[src/rtl/lsu_mem_port.sv]
// lsu_mem_port: load/store unit with a valid/ready port to variable-latency dmem.
// Optional macro LSU_TIMEOUT_EN adds a WAIT-state timeout that traps the access.
module lsu_mem_port #(
    parameter int DATA_W         = 32,
    parameter int TIMEOUT_CYCLES = 255
) (
    input  logic                i_clk,
    input  logic                i_rst_n,
    input  logic                i_req_valid,
    output logic                o_req_ready,
    input  logic [31:0]         i_req_addr,
    input  logic [DATA_W-1:0]   i_req_wdata,
    input  logic                i_req_wen,
    input  logic [2:0]          i_req_funct3,
    output logic                o_mem_valid,
    input  logic                i_mem_ready,
    output logic [31:0]         o_mem_addr,
    output logic                o_mem_ren,
    output logic                o_mem_wen,
    output logic [DATA_W-1:0]   o_mem_wdata,
    output logic [DATA_W/8-1:0] o_mem_mask,
    input  logic                i_mem_rvalid,
    input  logic [DATA_W-1:0]   i_mem_rdata,
    output logic                o_rsp_valid,
    output logic [DATA_W-1:0]   o_rsp_rdata,
    output logic                o_rsp_trap,
    output logic                o_busy
);

    localparam int MASK_W = DATA_W / 8;
    localparam int OFF_W  = $clog2(MASK_W);

    if ((DATA_W != 32 && DATA_W != 64) ||
        TIMEOUT_CYCLES < 1 || TIMEOUT_CYCLES > 65535) begin : g_bad_param
        $error("lsu_mem_port: illegal parameter value");
    end

    typedef enum logic [1:0] {
        S_IDLE,
        S_REQ,
        S_WAIT,
        S_RESP
    } state_t;

    state_t              r_state;
    logic                r_req_ready;
    logic                r_mem_valid;
    logic                r_mem_ren;
    logic                r_mem_wen;
    logic [31:0]         r_mem_addr;
    logic [DATA_W-1:0]   r_mem_wdata;
    logic [MASK_W-1:0]   r_mem_mask;
    logic                r_rsp_valid;
    logic [DATA_W-1:0]   r_rsp_rdata;
    logic                r_rsp_trap;
    logic                r_busy;
    logic                r_is_store;
    logic [OFF_W-1:0]    r_off;
    logic [2:0]          r_funct3;
`ifdef LSU_TIMEOUT_EN
    logic [15:0]         r_tmo_cnt;
    logic                w_tmo_hit;
`endif

    logic [OFF_W-1:0]    w_off;
    logic [OFF_W-1:0]    w_align;
    logic [MASK_W-1:0]   w_mask;
    logic                w_illegal;
    logic                w_misal;
    logic [DATA_W-1:0]   w_wdata;
    logic [DATA_W-1:0]   w_shift;
    logic [DATA_W-1:0]   w_keep;
    logic                w_sign;
    logic [DATA_W-1:0]   w_ldata;

    assign w_off   = i_req_addr[OFF_W-1:0];
    assign w_misal = |(w_off & w_align);
    assign w_wdata = i_req_wdata << {w_off, 3'b000};

    // Request decode: lane mask, alignment requirement and size legality.
    always_comb begin
        w_mask    = '0;
        w_align   = '0;
        w_illegal = 1'b0;
        unique case (i_req_funct3[1:0])
            2'b00: begin
                w_mask  = MASK_W'(1) << w_off;
            end
            2'b01: begin
                w_mask  = MASK_W'(3) << w_off;
                w_align = OFF_W'(1);
            end
            2'b10: begin
                w_mask  = MASK_W'(15) << w_off;
                w_align = OFF_W'(3);
            end
            default: begin
                w_mask    = '1;
                w_align   = '1;
                w_illegal = (DATA_W == 32);
            end
        endcase
    end

    assign w_shift = i_mem_rdata >> {r_off, 3'b000};

    // Load return path: keep the accessed bytes, fill the rest with sign or zero.
    always_comb begin
        w_keep = '1;
        w_sign = 1'b0;
        unique case (r_funct3[1:0])
            2'b00: begin
                w_keep = DATA_W'(8'hFF);
                w_sign = w_shift[7];
            end
            2'b01: begin
                w_keep = DATA_W'(16'hFFFF);
                w_sign = w_shift[15];
            end
            2'b10: begin
                w_keep = DATA_W'(32'hFFFF_FFFF);
                w_sign = w_shift[31];
            end
            default: begin
                w_keep = '1;
                w_sign = 1'b0;
            end
        endcase
    end

    assign w_ldata = (w_shift & w_keep) |
                     ((w_sign && !r_funct3[2]) ? ~w_keep : '0);

`ifdef LSU_TIMEOUT_EN
    assign w_tmo_hit = (r_tmo_cnt == 16'(TIMEOUT_CYCLES - 1));
`endif

    // Transaction FSM with all outputs registered.
    always_ff @(posedge i_clk) begin
        if (!i_rst_n) begin
            r_state     <= S_IDLE;
            r_req_ready <= 1'b1;
            r_mem_valid <= 1'b0;
            r_mem_ren   <= 1'b0;
            r_mem_wen   <= 1'b0;
            r_mem_addr  <= '0;
            r_mem_wdata <= '0;
            r_mem_mask  <= '0;
            r_rsp_valid <= 1'b0;
            r_rsp_rdata <= '0;
            r_rsp_trap  <= 1'b0;
            r_busy      <= 1'b0;
            r_is_store  <= 1'b0;
            r_off       <= '0;
            r_funct3    <= '0;
`ifdef LSU_TIMEOUT_EN
            r_tmo_cnt   <= '0;
`endif
        end else begin
            unique case (r_state)
                S_IDLE: begin
                    if (i_req_valid && r_req_ready) begin
                        r_mem_addr  <= {i_req_addr[31:OFF_W], {OFF_W{1'b0}}};
                        r_mem_mask  <= w_mask;
                        r_mem_wdata <= w_wdata;
                        r_off       <= w_off;
                        r_funct3    <= i_req_funct3;
                        r_is_store  <= i_req_wen;
                        r_req_ready <= 1'b0;
                        r_busy      <= 1'b1;
                        if (w_misal || w_illegal) begin
                            r_state     <= S_RESP;
                            r_rsp_valid <= 1'b1;
                            r_rsp_trap  <= 1'b1;
                            r_rsp_rdata <= '0;
                        end else begin
                            r_state     <= S_REQ;
                            r_mem_valid <= 1'b1;
                            r_mem_ren   <= !i_req_wen;
                            r_mem_wen   <= i_req_wen;
                        end
                    end
                end
                S_REQ: begin
                    if (i_mem_ready) begin
                        r_mem_valid <= 1'b0;
                        r_mem_ren   <= 1'b0;
                        r_mem_wen   <= 1'b0;
                        if (r_is_store) begin
                            r_state     <= S_RESP;
                            r_rsp_valid <= 1'b1;
                            r_rsp_trap  <= 1'b0;
                            r_rsp_rdata <= '0;
                        end else begin
                            r_state <= S_WAIT;
`ifdef LSU_TIMEOUT_EN
                            r_tmo_cnt <= '0;
`endif
                        end
                    end
                end
                S_WAIT: begin
                    if (i_mem_rvalid) begin
                        r_state     <= S_RESP;
                        r_rsp_valid <= 1'b1;
                        r_rsp_trap  <= 1'b0;
                        r_rsp_rdata <= w_ldata;
`ifdef LSU_TIMEOUT_EN
                    end else if (w_tmo_hit) begin
                        r_state     <= S_RESP;
                        r_rsp_valid <= 1'b1;
                        r_rsp_trap  <= 1'b1;
                        r_rsp_rdata <= '0;
                    end else begin
                        r_tmo_cnt <= r_tmo_cnt + 16'd1;
`endif
                    end
                end
                S_RESP: begin
                    r_state     <= S_IDLE;
                    r_rsp_valid <= 1'b0;
                    r_rsp_trap  <= 1'b0;
                    r_rsp_rdata <= '0;
                    r_req_ready <= 1'b1;
                    r_busy      <= 1'b0;
                end
                default: begin
                    r_state <= S_IDLE;
                end
            endcase
        end
    end

    assign o_req_ready = r_req_ready;
    assign o_mem_valid = r_mem_valid;
    assign o_mem_addr  = r_mem_addr;
    assign o_mem_ren   = r_mem_ren;
    assign o_mem_wen   = r_mem_wen;
    assign o_mem_wdata = r_mem_wdata;
    assign o_mem_mask  = r_mem_mask;
    assign o_rsp_valid = r_rsp_valid;
    assign o_rsp_rdata = r_rsp_rdata;
    assign o_rsp_trap  = r_rsp_trap;
    assign o_busy      = r_busy;

endmodule

[config.mk]
export PLATFORM = sky130hd
export DESIGN_NAME = lsu_mem_port
export DESIGN_NICKNAME = d
export VERILOG_FILES = /design/src/rtl/lsu_mem_port.sv
export SDC_FILE = /design/constraint.sdc
export NUM_CORES = 1
export LEC_CHECK = 0
export BUFFER_PORTS_ARGS = -buffer_cell sky130_fd_sc_hd__clkbuf_2
export CORE_MARGIN = 10
export CORE_UTILIZATION = 31
export CTS_BUF_LIST = sky130_fd_sc_hd__clkbuf_2
export DETAILED_ROUTE_END_ITERATION = 10
export GPL_ROUTABILITY_DRIVEN = 0
export GPL_TIMING_DRIVEN = 1
export PLACE_DENSITY = 0.64
export SYNTH_ARGS = -nofsm -noshare
export SYNTH_HDL_FRONTEND = slang
export SYNTH_SLANG_ARGS = --single-unit
[constraint.sdc]
create_clock -name i_clk -period 2.2 [get_ports i_clk]
set_input_delay 0.22 -clock i_clk [delete_from_list [all_inputs] [get_ports i_clk]]
set_output_delay 0.22 -clock i_clk [all_outputs]
set_load 0.02 [all_outputs]
## After elaboration in Yosys (flattened, before gate mapping)

Index checks and enable logic that the tools add are counted.
Widths: inputs -> output; s select.

| storage, ports and cells | value |
|---|---|
| flip-flop bits (word level) | 113 |
| input bits | 105 |
| output and inout port bits | 107 |
| logic and storage cells | 96 |

| cells by class | value |
|---|---|
| equal/unequal tests | 13 |
| shifts and indexed selects | 5 |
| multiplexer cells | 42 |
| bitwise gates (word level) | 4 |
| reduce and logical (&&, ||, !) cells | 17 |

Operator list:

| kind | number |
|---|---|
| $mux 32 | 6 |
| $pmux 32 s4 | 1 |
| $pmux 32 s2 | 1 |
| $and 32x32->32 | 1 |
| $not 32->32 | 1 |
| $or 32x32->32 | 1 |
| $shl 32x5->32 | 1 |
| $shr 32x5->32 | 1 |
| $mux 1 | 19 |
| $ne 2x2->1 const B | 6 |
| $pmux 4 s3 | 1 |
| $pmux 1 s2 | 5 |
| $eq 2x2->1 const B | 4 |
| $mux 2 | 4 |
| $pmux 1 s4 | 2 |
| $pmux 2 s4 | 1 |
| $eq 2x1->1 const B | 3 |
| $logic_not 2->1 | 3 |
| $reduce_and 5->1 | 1 |
| $pmux 2 s2 | 1 |
| $reduce_and 2->1 | 2 |
| $reduce_and 4->1 | 1 |
| $reduce_bool 2->1 | 2 |
| $shl 1x2->4 const A | 1 |
| other kinds (10) | 12 |

## Longest topological paths before layout

Gate-level depths: netlist of the first run.

| depth | value |
|---|---|
| word-level depth | 8 |
| depth in mapped cells | 8 |

## Worst setup path after synthesis of the first run

No wires, ideal clock.

| path | value |
|---|---|
| kind | register to register |
| start point | register r_state[0] |
| end point | register r_rsp_rdata[23], in the netlist o_rsp_rdata[23] |
| arrival | 1.995 ns |
| data required time | 2.112 ns |
| path slack | 0.116 ns |
| cell stages (with the launch flop) | 9 |
| path buffers | 2 |
| period minus slack after synthesis | 2.084 ns |
| cells stage by stage | dfxtp_1 inv_1 ha_1 a21boi_1 a21o_1 or3_1 buf_1 buf_2 o32ai_2 |

| between the ends | value |
|---|---|
| cells in the longest elaborated chain, start to end | 3 |
| elaborated cells on any way between the ends | 11 |
| classes of those cells | eq/ne (8); mux (1); reduce/logical (2) |

RTL lines:

| what | RTL line | source |
|---|---|---|
| start: declaration | 45 | `state_t r_state;` |
| start signal: assignment | 141 | `r_state <= S_IDLE;` |
| start signal: assignment | 172 | `r_state <= S_RESP;` |
| start signal: assignment | 177 | `r_state <= S_REQ;` |
| $eq 2x1->1, or another cell as far along | 160 | `unique case (r_state)` |
| $ne 2x2->1 (no line) | - |  |
| $reduce_and 5->1 (no line) | - |  |
| end signal: assignment | 207 | `r_rsp_rdata <= w_ldata;` |
| end: declaration | 54 | `logic [DATA_W-1:0] r_rsp_rdata;` |

Several ways; a longest one is shown, not always the timed one.
A chain may end at the register's enable or synchronous reset.

## Final worst setup path of the first run

| path | value |
|---|---|
| start point | register r_off[0] |
| end point | register r_rsp_rdata[9], in the netlist o_rsp_rdata[9] |

| between the ends | value |
|---|---|
| cells in the longest elaborated chain, start to end | 7 |
| elaborated cells on any way between the ends | 8 |
| classes of those cells | shift (1); mux (4); bitwise (2); reduce/logical (1) |

RTL lines:

| what | RTL line | source |
|---|---|---|
| start: declaration | 58 | `logic [OFF_W-1:0] r_off;` |
| start signal: assignment | 166 | `r_off <= w_off;` |
| $shr 32x5->32 (*) | 105 | `assign w_shift = i_mem_rdata >> {r_off, 3'b000};` |
| $pmux 1 s3 | 111 | `unique case (r_funct3[1:0])` |
| $logic_and 1x1->1 | 132 | `((w_sign && !r_funct3[2]) ? ~w_keep : '0);` |
| $mux 32 | 132 |  |
| $or 32x32->32 (*) | 131 | `assign w_ldata = (w_shift & w_keep) \|` |
| $mux 32 (*) | 203 | `if (i_mem_rvalid) begin` |
| $pmux 32 s4 (*) | 160 |  |

Every way passes the cells marked *; elsewhere a longest branch is shown, timed or not. The select of a mux whose other input is x is not followed.

==> reports/results.md, run 1 <==
- **outcome** complete, no violations
- **cts bufs inserted** 17
- **Worst EP required** 2800 ps
- **Longest Clk Path Bufs** 2
- **largest driver fanout on the critical path** 7
- **Detail Placement HPWL** 13920 um
- **pin count of the biggest net entering global routing** 65
- **met2 Track Usage GR** 0.2629
- **synthesized area divided by synthesized cell count** 8.525 um^2
- **final clock skew** 37.14 ps
- **instance area after placement** 6858 um^2
- **total non-filler cell area in the finished layout** 8036 um^2
- **final cycle utilization of the critical path** 0.9517
- **Worst Hold End** r_state[1]$_SDFFE_PN0P_
- **Setup TNS Final** 0 ps
- **leakage power** 3.420 nW
- **Clk Tree Root Cell** sky130_fd_sc_hd__clkbuf_2
- **Buf+Inv Stages, Crit Path** 2
- **crit path cell chain** buf_4 -> nor2b_1 -> a211oi_1 -> dlygate4sd3_1 -> o32ai_1
- **count of input and output buffers** 209
- **number of nets in the layout** 1048
- **total DRC errors in the routed layout** 0
- **fraction of layout instances using a drive strength above 1** 0.3112
- **worst reg2reg path depth** 5
- **synthesis-to-layout area growth** 45.25%
- **critical path's slowest cell** sky130_fd_sc_hd__dlygate4sd3_1
- **number of vias after detailed routing** 5760
- **startpoint class of the critical path** flop
- **deepest level of the CTS H-tree** 4
- **worst slew margin relative to its limit** 0.5636
- **die width** 153.6 um
- **origin of the worst min-delay path** i_req_addr[1]
- **cell count after synthesis** 649
- **wire length reported by the detailed router** 19790 um
- **met1 routing resource usage after global routing** 0.1947
- **final setup vio count** 0
- **placeable core region** 17420 um^2
- **most instantiated flip-flop cell in the synthesis netlist** sky130_fd_sc_hd__dfxtp_1
- **drt first pass iters** 5
- **initial core utilization** 0.3177
- **cell type group with the largest total delay on the critical path** buffers and inverters
- **vias in the first global route** 5704
- **wire length of the first global-routing pass** 31390 um
- **minimum setup slack among reg-to-reg paths** 110 ps
- **number of post-CTS setup repair buffers** 0
- **type of the tightest min-delay check** primary input to flop
- **number of ports placed on the die boundary** 212
- **global-route track usage on met3** 0.04854
- **Crit Reg-Reg Startpoint** r_off[0]$_SDFFE_PN0P_
- **clock tree from TritonCTS** done
- **Worst Setup End Kind** flop
- **global route total overflow** 0
- **DIE AREA** 23590 um^2
- **Final Max Slew Viols** 0
- **summed instance area of the synthesized netlist** 5533 um^2
- **number of filler instances in the final layout** 1702
- **number of library cell types mapped by synthesis** 46
- **via/cell ratio** 4.898
- **sequential cell area fraction in the yosys report** 0.4089
- **clock latency at the later pin of the worst-skew pair** 670 ps
- **Highest Clock Rate** 477.6 MHz
- **Worst IR Drop VDD** 452.7 uV
- **unrepaired setup endpoints after global routing** false
- **proportion of register bits with asynchronous set or reset after synthesis** 0
- **leading post-synthesis cells by instance count** 113 x sky130_fd_sc_hd__dfxtp_1, 110 x sky130_fd_sc_hd__nand2_1, 82 x sky130_fd_sc_hd__a21oi_1
- **area occupied by multi-input gates** 2907 um^2
- **leading cell types by total area after synthesis** sky130_fd_sc_hd__dfxtp_1 41%, sky130_fd_sc_hd__nand2_1 7.5%, sky130_fd_sc_hd__a21oi_1 7.4%
- **final worst path period need** 2094 ps
- **Clock transition at path regs** 190 ps
- **worst setup path category** flop to flop
- **max_cap viols** 0
- **total of flip-flops plus latches after synthesis** 113
- **layer carrying the most global-route usage** met2
- **sequential standard cell area** 2265 um^2
- **worst hold path depth** 5
- **worst flop-to-flop path endpoint** o_rsp_rdata[9]$_SDFFE_PN0P_
- **transition time of the tightest slew-check pin** 653.2 ps
- **antenna viol nets, final** 0
- **Placement Rows** 48
- **vertical die dimension** 153.6 um
- **initial DRC count** 316
- **number of antenna violations at the first check in global routing** 3
- **area share of the leading cell type in the synthesized netlist** 0.4089
- **most common cell in the netlist** sky130_fd_sc_hd__dfxtp_1
- **Post-synth EDFFs** 0
- **overall fraction of global-route tracks in use** 0.1615
- **Hold Violations, Final** 0
- **Yosys top cell by area** sky130_fd_sc_hd__dfxtp_1
- **longest individual stage delay on the worst path** 600 ps
- **Wirelength per Cell** 16.83 um
- **Synth Warn #** 0
- **power density over cell area** 893.6 nW/um^2
- **worst endpoint data arrival time** 2690 ps
- **number of sinks handled by clock tree synthesis** 113
-- repair_timing --
action                                 CTS  global route
gates resized for setup                  0             3
endpoints found under the hold margin   93             1
hold buffers                            89             1
setup endpoints to repair                0            26
-- worst reg2reg max path: stages (launching register included) --
cell,delay (ps)
sky130_fd_sc_hd__dfxtp_1,410
sky130_fd_sc_hd__buf_4,200
sky130_fd_sc_hd__nor2b_1,450
sky130_fd_sc_hd__a211oi_1,160
sky130_fd_sc_hd__dlygate4sd3_1,600
sky130_fd_sc_hd__o32ai_1,220
-- worst max-delay path by stage --
stage	start	to	slack, ps	cells past startpoint
floorplan	r_state[0]$_SDFFE_PN0P_	o_rsp_rdata[23]$_SDFFE_PN0P_	120	8
global placement	i_req_funct3[0]	o_rsp_rdata[19]$_SDFFE_PN0P_	210	9
detailed placement	r_state[0]$_SDFFE_PN0P_	o_rsp_rdata[31]$_SDFFE_PN0P_	160	7
CTS	r_state[0]$_SDFFE_PN0P_	o_rsp_rdata[19]$_SDFFE_PN0P_	110	7
global route	r_state[0]$_SDFFE_PN0P_	o_rsp_rdata[20]$_SDFFE_PN0P_	8	7
finish	r_off[0]$_SDFFE_PN0P_	o_rsp_rdata[9]$_SDFFE_PN0P_	110	5
-- layer usage --
layer	wire length, um	vias to the layer above
li1	-	2865
met1	8529	2686
met4	587	0
met3	1205	31
met5	0	-
met2	9465	178
-- area by class of cell --
class / count / share of cell area
clock buffer: 20 / 0.01246
inverter: 33 / 0.01541
multi-input combinational: 446 / 0.3617
timing repair buffer: 324 / 0.2723
antenna: 3 / 0.0009341
tap: 225 / 0.03503
sequential: 113 / 0.2818
clock inverter: 12 / 0.02040
-- metrics by stage --
step | std cells | power, W | util | hold slack, ps | setup slack (ps)
CTS | 1172 | 0.007236 | 0.4601 | 4.801 | 112.3
floorplan | 650 | 0.004511 | - | 356.0 | 116.5
global route | 1176 | 0.007677 | 0.4614 | 47.58 | 8.132
global placement | 1051 | 0.005478 | 0.3938 | 440.4 | 214.4
finish | 1176 | 0.007181 | 0.4614 | 57.96 | 106.3
detailed placement | 1051 | 0.005510 | 0.3938 | 442.7 | 163.5
-- placed cells by master, fill, tap and decap left out, types with 14 or more instances in the layout --
master and n:
sky130_fd_sc_hd__clkbuf_2 229, sky130_fd_sc_hd__nor2_1 45, sky130_fd_sc_hd__o32ai_1 14, sky130_fd_sc_hd__nor3_1 15, sky130_fd_sc_hd__dlygate4sd3_1 90, sky130_fd_sc_hd__mux2i_1 35, sky130_fd_sc_hd__a21oi_1 82, sky130_fd_sc_hd__inv_1 32
sky130_fd_sc_hd__a211oi_1 15, sky130_fd_sc_hd__dfxtp_1 111, sky130_fd_sc_hd__buf_4 20, sky130_fd_sc_hd__nand2_1 110
-- cell families after synthesis --
kind of cell / synth area share
buffers and inverters: 0.07010
AND/OR/NAND/NOR: 0.1687
other: 0.0006778
multiplexers: 0.1196
flip-flops: 0.4089
AO/OA/AOI/OAI: 0.2139
adder cells (fa/ha/maj): 0.01809
-- where the power goes --
group	switching (W)	internal (W)	total (W)
clock network	0.000814	0.000750	0.00156
registers	0.000199	0.00237	0.00257
logic	0.00187	0.00117	0.00305
-- state kept, by name (all words and copies together) (netlist names), 2 cells and up --
register     cells
r_off            2
o_mem_addr      30
r_state          2
o_mem_mask       4
r_funct3         3
o_mem_wdata     32
o_rsp_rdata     32
Power figures use the tool's default switching activity.
==> run 2: changes to the inputs <==
--- a/config.mk
+++ b/config.mk
@@ -12,7 +12,7 @@
 export DETAILED_ROUTE_END_ITERATION = 10
 export GPL_ROUTABILITY_DRIVEN = 0
 export GPL_TIMING_DRIVEN = 1
-export PLACE_DENSITY = 0.64
+export PLACE_DENSITY = 0.62
 export SYNTH_ARGS = -nofsm -noshare
 export SYNTH_HDL_FRONTEND = slang
 export SYNTH_SLANG_ARGS = --single-unit
==> constraint.sdc (replaced) <==
create_clock -name i_clk -period 1.9 [get_ports i_clk]
set_input_delay 0.19 -clock i_clk [delete_from_list [all_inputs] [get_ports i_clk]]
set_output_delay 0.19 -clock i_clk [all_outputs]
set_load 0.02 [all_outputs]
==> reports/results.md, run 2 (synthesized netlist as in run 1, its figures left out) <==
- **number of antenna violations at the first check in global routing** 5, +2
- **Top cell by count, worst path** sky130_fd_sc_hd__buf_4
- **deepest level of the CTS H-tree** 4, unchanged
- **Crit Reg-Reg Startpoint** r_state[0]$_SDFFE_PN0P_
- **global route total overflow** 0, unchanged
- **final worst path period need** 1842 ps, -251.6 ps
- **vias in the first global route** 5785, +1.4%
- **final cycle utilization of the critical path** 0.9695, +0.01782
- **final clock skew** 22.96 ps, -14.19 ps
- **die width** 153.6 um, unchanged
- **worst slew margin relative to its limit** 0.5927, +0.02903
- **critical path's slowest cell** sky130_fd_sc_hd__dfxtp_2
- **Critical Path Start** r_state[0]$_SDFFE_PN0P_
- **type of the tightest min-delay check** primary input to flop
- **origin of the worst min-delay path** i_mem_rdata[13]
- **clock tree from TritonCTS** done
- **drt first pass iters** 4, -1
- **Clock transition at path regs** 190 ps, about the same
- **placeable core region** 17420 um^2, unchanged
- **wire length of the first global-routing pass** 30880 um, -1.6%
- **most frequent standard cell in the layout excluding fill and tap cells** sky130_fd_sc_hd__clkbuf_2
- **overall fraction of global-route tracks in use** 0.1597, -0.001835
- **pin count of the biggest net entering global routing** 58, -11%
- **number of sinks handled by clock tree synthesis** 113, unchanged
- **leakage power** 3.602 nW, +5.3%
- **longest individual stage delay on the worst path** 380 ps, -220 ps
- **non-filler cells in the finished layout** 1204, +2.4%
- **Highest Clock Rate** 542.9 MHz, +14%
- **DIE AREA** 23590 um^2, unchanged
- **worst setup path category** flop to flop
- **Setup TNS Final** 0 ps, unchanged
- **Final Max Slew Viols** 0, unchanged
- **crit path cell chain** inv_2 -> ha_4 -> buf_4 -> and4_4 -> buf_4 -> o31ai_4 -> buf_12 -> clkbuf_16 -> o32ai_1
- **outcome** complete, no violations
- **Hold Violations, Final** 0, unchanged
- **initial DRC count** 284, -10%
- **Detail Placement HPWL** 13610 um, -2.3%
- **transition time of the tightest slew-check pin** 608.8 ps, -44.44 ps
- **worst endpoint data arrival time** 2390 ps, -300 ps
- **total non-filler cell area in the finished layout** 8471 um^2, +5.4%
- **antenna viol nets, final** 0, unchanged
- **cts bufs inserted** 17, unchanged
- **total DRC errors in the routed layout** 0, unchanged
- **Worst EP required** 2450 ps, -350 ps
- **number of vias after detailed routing** 5832, +1.3%
- **Longest Clk Path Bufs** 2, unchanged
- **fraction of layout instances using a drive strength above 1** 0.3419, +0.03071
- **commonest non-fill, non-tap cells in the layout** 229 x sky130_fd_sc_hd__clkbuf_2, 110 x sky130_fd_sc_hd__nand2_1, 110 x sky130_fd_sc_hd__dfxtp_1
- **wire length reported by the detailed router** 20300 um, +2.6%
- **clock latency at the later pin of the worst-skew pair** 660 ps, about the same
- **number of ports placed on the die boundary** 212, unchanged
- **final setup vio count** 0, unchanged
- **Worst IR Drop VDD** 641.9 uV, +42%
- **worst slack, placed** -97.94 ps, -261.5 ps
- **Worst Setup End Kind** flop
- **post-route setup slack** 57.96 ps, -48.35 ps
- **initial core utilization** 0.3177, unchanged
- **Buf+Inv Stages, Crit Path** 5, +3
- **Wirelength per Cell** 16.86 um, +0.19%
- **synthesis-to-layout area growth** 53.10%
- **Placement Rows** 48, unchanged
- **number of nets in the layout** 1074, +2.5%
- **max_cap viols** 0, unchanged
- **cell type group with the largest total delay on the critical path** buffers and inverters
- **Clk Tree Root Cell** sky130_fd_sc_hd__clkbuf_2
- **via/cell ratio** 4.844, -1.1%
- **instance area after placement** 6998 um^2, +2.0%
- **vertical die dimension** 153.6 um, unchanged
- **power density over cell area** 1058 nW/um^2, +18%
- **utilization of the core after routing** 0.4864, +0.02493
- **startpoint class of the critical path** flop
- **largest driver fanout on the critical path** 12, +5
- **count of input and output buffers** 209, unchanged
- **Cell Count Post-Placement** 1062, +1.0%
- **unrepaired setup endpoints after global routing** false
[run 2: cell count changes in the layout (fill, tap and decap cells not counted), sizes merged]
cell and delta:
a21o +1, buf +15, bufinv +1, clkbuf +2
diode +2, dlygate4sd3 +7, inv -1, or3 +1
[run 2: worst paths after layout]
path | end | slack, ps | depth (start not counted)
worst max-delay path | o_rsp_rdata[16]$_SDFFE_PN0P_ | 60 | 9
worst min-delay path | o_rsp_rdata[13]$_SDFFE_PN0P_ | 80 | 5
worst max register to register | o_rsp_rdata[16]$_SDFFE_PN0P_ | 60 | 9
worst min register to register | o_mem_wdata[6]$_SDFFE_PN0P_ | 460 | 2
[run 2: power by group]
part | total (W) | internal (W) | switching [W]
Combinational | 0.00406 | 0.00171 | 0.00234
Sequential | 0.00296 | 0.00275 | 0.000215
Clock | 0.00194 | 0.00100 | 0.000941
Total | 0.00896 | 0.00546 | 0.00350
[run 2: routing by layer]
metal  wire [um]  global-route usage  vias up
met5           0                   0        -
met4         468             0.06793        0
met3        1296             0.05467       27
met2       10170              0.2693      167
met1        8358              0.1794     2714
li1            -                   -     2924
[run 2: final cells by class]
type | count | area, um^2
repair buffers | 348 | 2471
well taps | 225 | 281.5
flip-flops and latches | 113 | 2266
inverters | 33 | 123.9
clock buffers | 20 | 100.1
fillers | 1671 | 8946
clock inverters | 12 | 188.9
multi-input cells | 448 | 3027
diodes | 5 | 12.51
[run 2: worst min-delay path: cells and delay by family]
family                 cells  cell delay (ps)
AOI/OAI and AO/OA          2              270
buffers and inverters      1               90
muxes                      1               70
and+or+nand+nor            1               90
[run 2: timing repair]
item,in CTS,in global routing
pin swaps,1,5
hold endpoints to repair,98,0
hold buffers,97,0
resized for setup,6,15
buffers inserted,0,5
cloned,1,3
endpoints found under the setup margin,20,33
[run 2: stage by stage]
stage          hold slack (ps)  total power [W]
3_5_place_dp             419.4         0.006554
3_3_place_gp             412.9         0.006520
6_report                 78.99         0.008961
2_1_floorplan            326.0         0.005288
5_1_grt                  13.36         0.009530
4_1_cts                  2.162         0.008731
==> run 3: changes to the inputs <==
--- a/config.mk
+++ b/config.mk
@@ -6,13 +6,13 @@
 export NUM_CORES = 1
 export LEC_CHECK = 0
 export BUFFER_PORTS_ARGS = -buffer_cell sky130_fd_sc_hd__clkbuf_2
-export CORE_MARGIN = 10
-export CORE_UTILIZATION = 31
+export CORE_MARGIN = 1.5
+export CORE_UTILIZATION = 46
 export CTS_BUF_LIST = sky130_fd_sc_hd__clkbuf_2
 export DETAILED_ROUTE_END_ITERATION = 10
 export GPL_ROUTABILITY_DRIVEN = 0
 export GPL_TIMING_DRIVEN = 1
-export PLACE_DENSITY = 0.62
+export PLACE_DENSITY = 0.84
 export SYNTH_ARGS = -nofsm -noshare
 export SYNTH_HDL_FRONTEND = slang
 export SYNTH_SLANG_ARGS = --single-unit
==> reports/results.md, run 3 (synthesized netlist as in run 1, its figures left out) <==
- **Detail Placement HPWL** 11090 um, -19%
- **number of vias after detailed routing** 6024, +3.3%
- **startpoint class of the critical path** flop
- **most frequent standard cell in the layout excluding fill and tap cells** sky130_fd_sc_hd__clkbuf_2
- **via/cell ratio** 5.532, +14%
- **fraction of layout instances using a drive strength above 1** 0.3337, -0.008203
- **cts bufs inserted** 17, unchanged
- **deepest level of the CTS H-tree** 4, unchanged
- **outcome** complete, no violations
- **Longest Clk Path Bufs** 2, unchanged
- **final setup vio count** 0, unchanged
- **drt first pass iters** 5, +1
- **Final Max Slew Viols** 0, unchanged
- **vias in the first global route** 5793, +0.14%
- **Hold Violations, Final** 0, unchanged
- **worst slew margin relative to its limit** 0.5804, -0.01223
- **Placement Rows** 39, -19%
- **wire length of the first global-routing pass** 27430 um, -11%
- **overall fraction of global-route tracks in use** 0.2704, +0.1108
- **final clock skew** 28.98 ps, +6.022 ps
- **commonest non-fill, non-tap cells in the layout** 230 x sky130_fd_sc_hd__clkbuf_2, 110 x sky130_fd_sc_hd__nand2_1, 110 x sky130_fd_sc_hd__dfxtp_1
- **final cycle utilization of the critical path** 0.9923, +0.02278
- **Clk Tree Root Cell** sky130_fd_sc_hd__clkbuf_2
- **antenna viol nets, final** 0, unchanged
- **post-route setup slack** 14.68 ps, -43.29 ps
- **initial DRC count** 445, +57%
- **largest driver fanout on the critical path** 18, +6
- **number of nets in the layout** 1045, -2.7%
- **initial core utilization** 0.4784, +0.1607
- **max_cap viols** 0, unchanged
- **Highest Clock Rate** 530.4 MHz, -2.3%
- **Clock transition at path regs** 160 ps, -30 ps
- **die width** 112.7 um, -27%
- **leakage power** 3.438 nW, -4.6%
- **wire length reported by the detailed router** 18100 um, -11%
- **number of antenna violations at the first check in global routing** 2, -3
- **count of input and output buffers** 209, unchanged
- **pin count of the biggest net entering global routing** 58, unchanged
- **type of the tightest min-delay check** primary input to flop
- **worst endpoint data arrival time** 2420 ps, +30 ps
- **Worst IR Drop VDD** 527.1 uV, -18%
- **worst slack, placed** -98.51 ps, -0.5762 ps
- **clock tree from TritonCTS** done
- **Tot Pwr** 0.008305 W, -7.3%
- **worst setup path category** flop to flop
- **Worst EP required** 2430 ps, -20 ps
- **Wirelength per Cell** 16.62 um, -1.4%
- **final worst path period need** 1885 ps, +43.29 ps
- **total DRC errors in the routed layout** 0, unchanged
- **clock latency at the later pin of the worst-skew pair** 640 ps, -20 ps
- **global route total overflow** 0, unchanged
- **transition time of the tightest slew-check pin** 627.0 ps, +18.28 ps
- **Worst Setup End Kind** flop
- **number of ports placed on the die boundary** 212, unchanged
- **number of sinks handled by clock tree synthesis** 113, unchanged
- **DIE AREA** 12690 um^2, -46%
- **vertical die dimension** 112.7 um, -27%
- **synthesis-to-layout area growth** 44.23%
- **placeable core region** 11560 um^2, -34%
- **power density over cell area** 1041 nW/um^2, -1.6%
run 3: area by class of cell:
cell class / instances / area [um^2]
well taps: 143 / 178.9
clock buffers: 21 / 105.1
multi-input cells: 446 / 2973
diodes: 2 / 5.005
repair buffers: 321 / 2235
fillers: 846 / 3585
clock inverters: 10 / 93.84
inverters: 33 / 123.9
flip-flops and latches: 113 / 2266
run 3: path summary, 6_finish.rpt:
| kind | from | to | slack (ps) | cells past startpoint |
|---|---|---|---|---|
| setup reg to reg | r_state[0]$_SDFFE_PN0P_ | o_rsp_rdata[14]$_SDFFE_PN0P_ | 10 | 9 |
| hold / removal | i_req_wdata[13] | o_mem_wdata[13]$_SDFFE_PN0P_ | 50 | 5 |
| hold reg to reg | o_mem_wdata[0]$_SDFFE_PN0P_ | o_mem_wdata[0]$_SDFFE_PN0P_ | 460 | 2 |
| setup / recovery | r_state[0]$_SDFFE_PN0P_ | o_rsp_rdata[14]$_SDFFE_PN0P_ | 10 | 9 |
run 3: timing repair:
action / 4_1_cts / 5_1_grt
endpoints found under the hold margin: 81 / 1
setup endpoints to repair: 2 / 22
pin swaps: 0 / 2
buffers inserted: 0 / 2
resized for setup: 2 / 10
hold buffers: 73 / 2
cloned: 0 / 3
run 3: critical path, cell delays in order, from the launching register on:
cell and delay (ps):
sky130_fd_sc_hd__dfxtp_2 370, sky130_fd_sc_hd__inv_2 50, sky130_fd_sc_hd__ha_4 170, sky130_fd_sc_hd__a21boi_1 140, sky130_fd_sc_hd__a21o_1 210, sky130_fd_sc_hd__buf_6 170
sky130_fd_sc_hd__o31ai_4 230, sky130_fd_sc_hd__buf_6 170, sky130_fd_sc_hd__clkbuf_16 170, sky130_fd_sc_hd__o32ai_1 90
run 3: per-layer routing:
layer / up-vias / global-route usage / share of wire
met5: - / 0 / 0
li1: 2872 / - / -
met1: 2740 / 0.2916 / 0.38
met3: 97 / 0.07829 / 0.071
met4: 0 / 0.1679 / 0.060
met2: 315 / 0.4671 / 0.49
run 3: stage by stage:
step	setup TNS, ps	cells	cell area (um^2)	hold WS [ps]	utilization
floorplan	0	650	5578	326.0	-
global placement	0	976	6865	413.1	0.5936
detailed placement	-1439	976	6865	420.0	0.5936
CTS	0	1080	7807	4.975	0.6751
global route	-200.5	1089	7980	21.91	0.6900
finish	0	1089	7980	49.36	0.6900
run 3: where the power goes:
part           switching [W]  total [W]  internal [W]
combinational        0.00227    0.00388       0.00161
clock               0.000863    0.00145      0.000589
sequential          0.000224    0.00297       0.00275
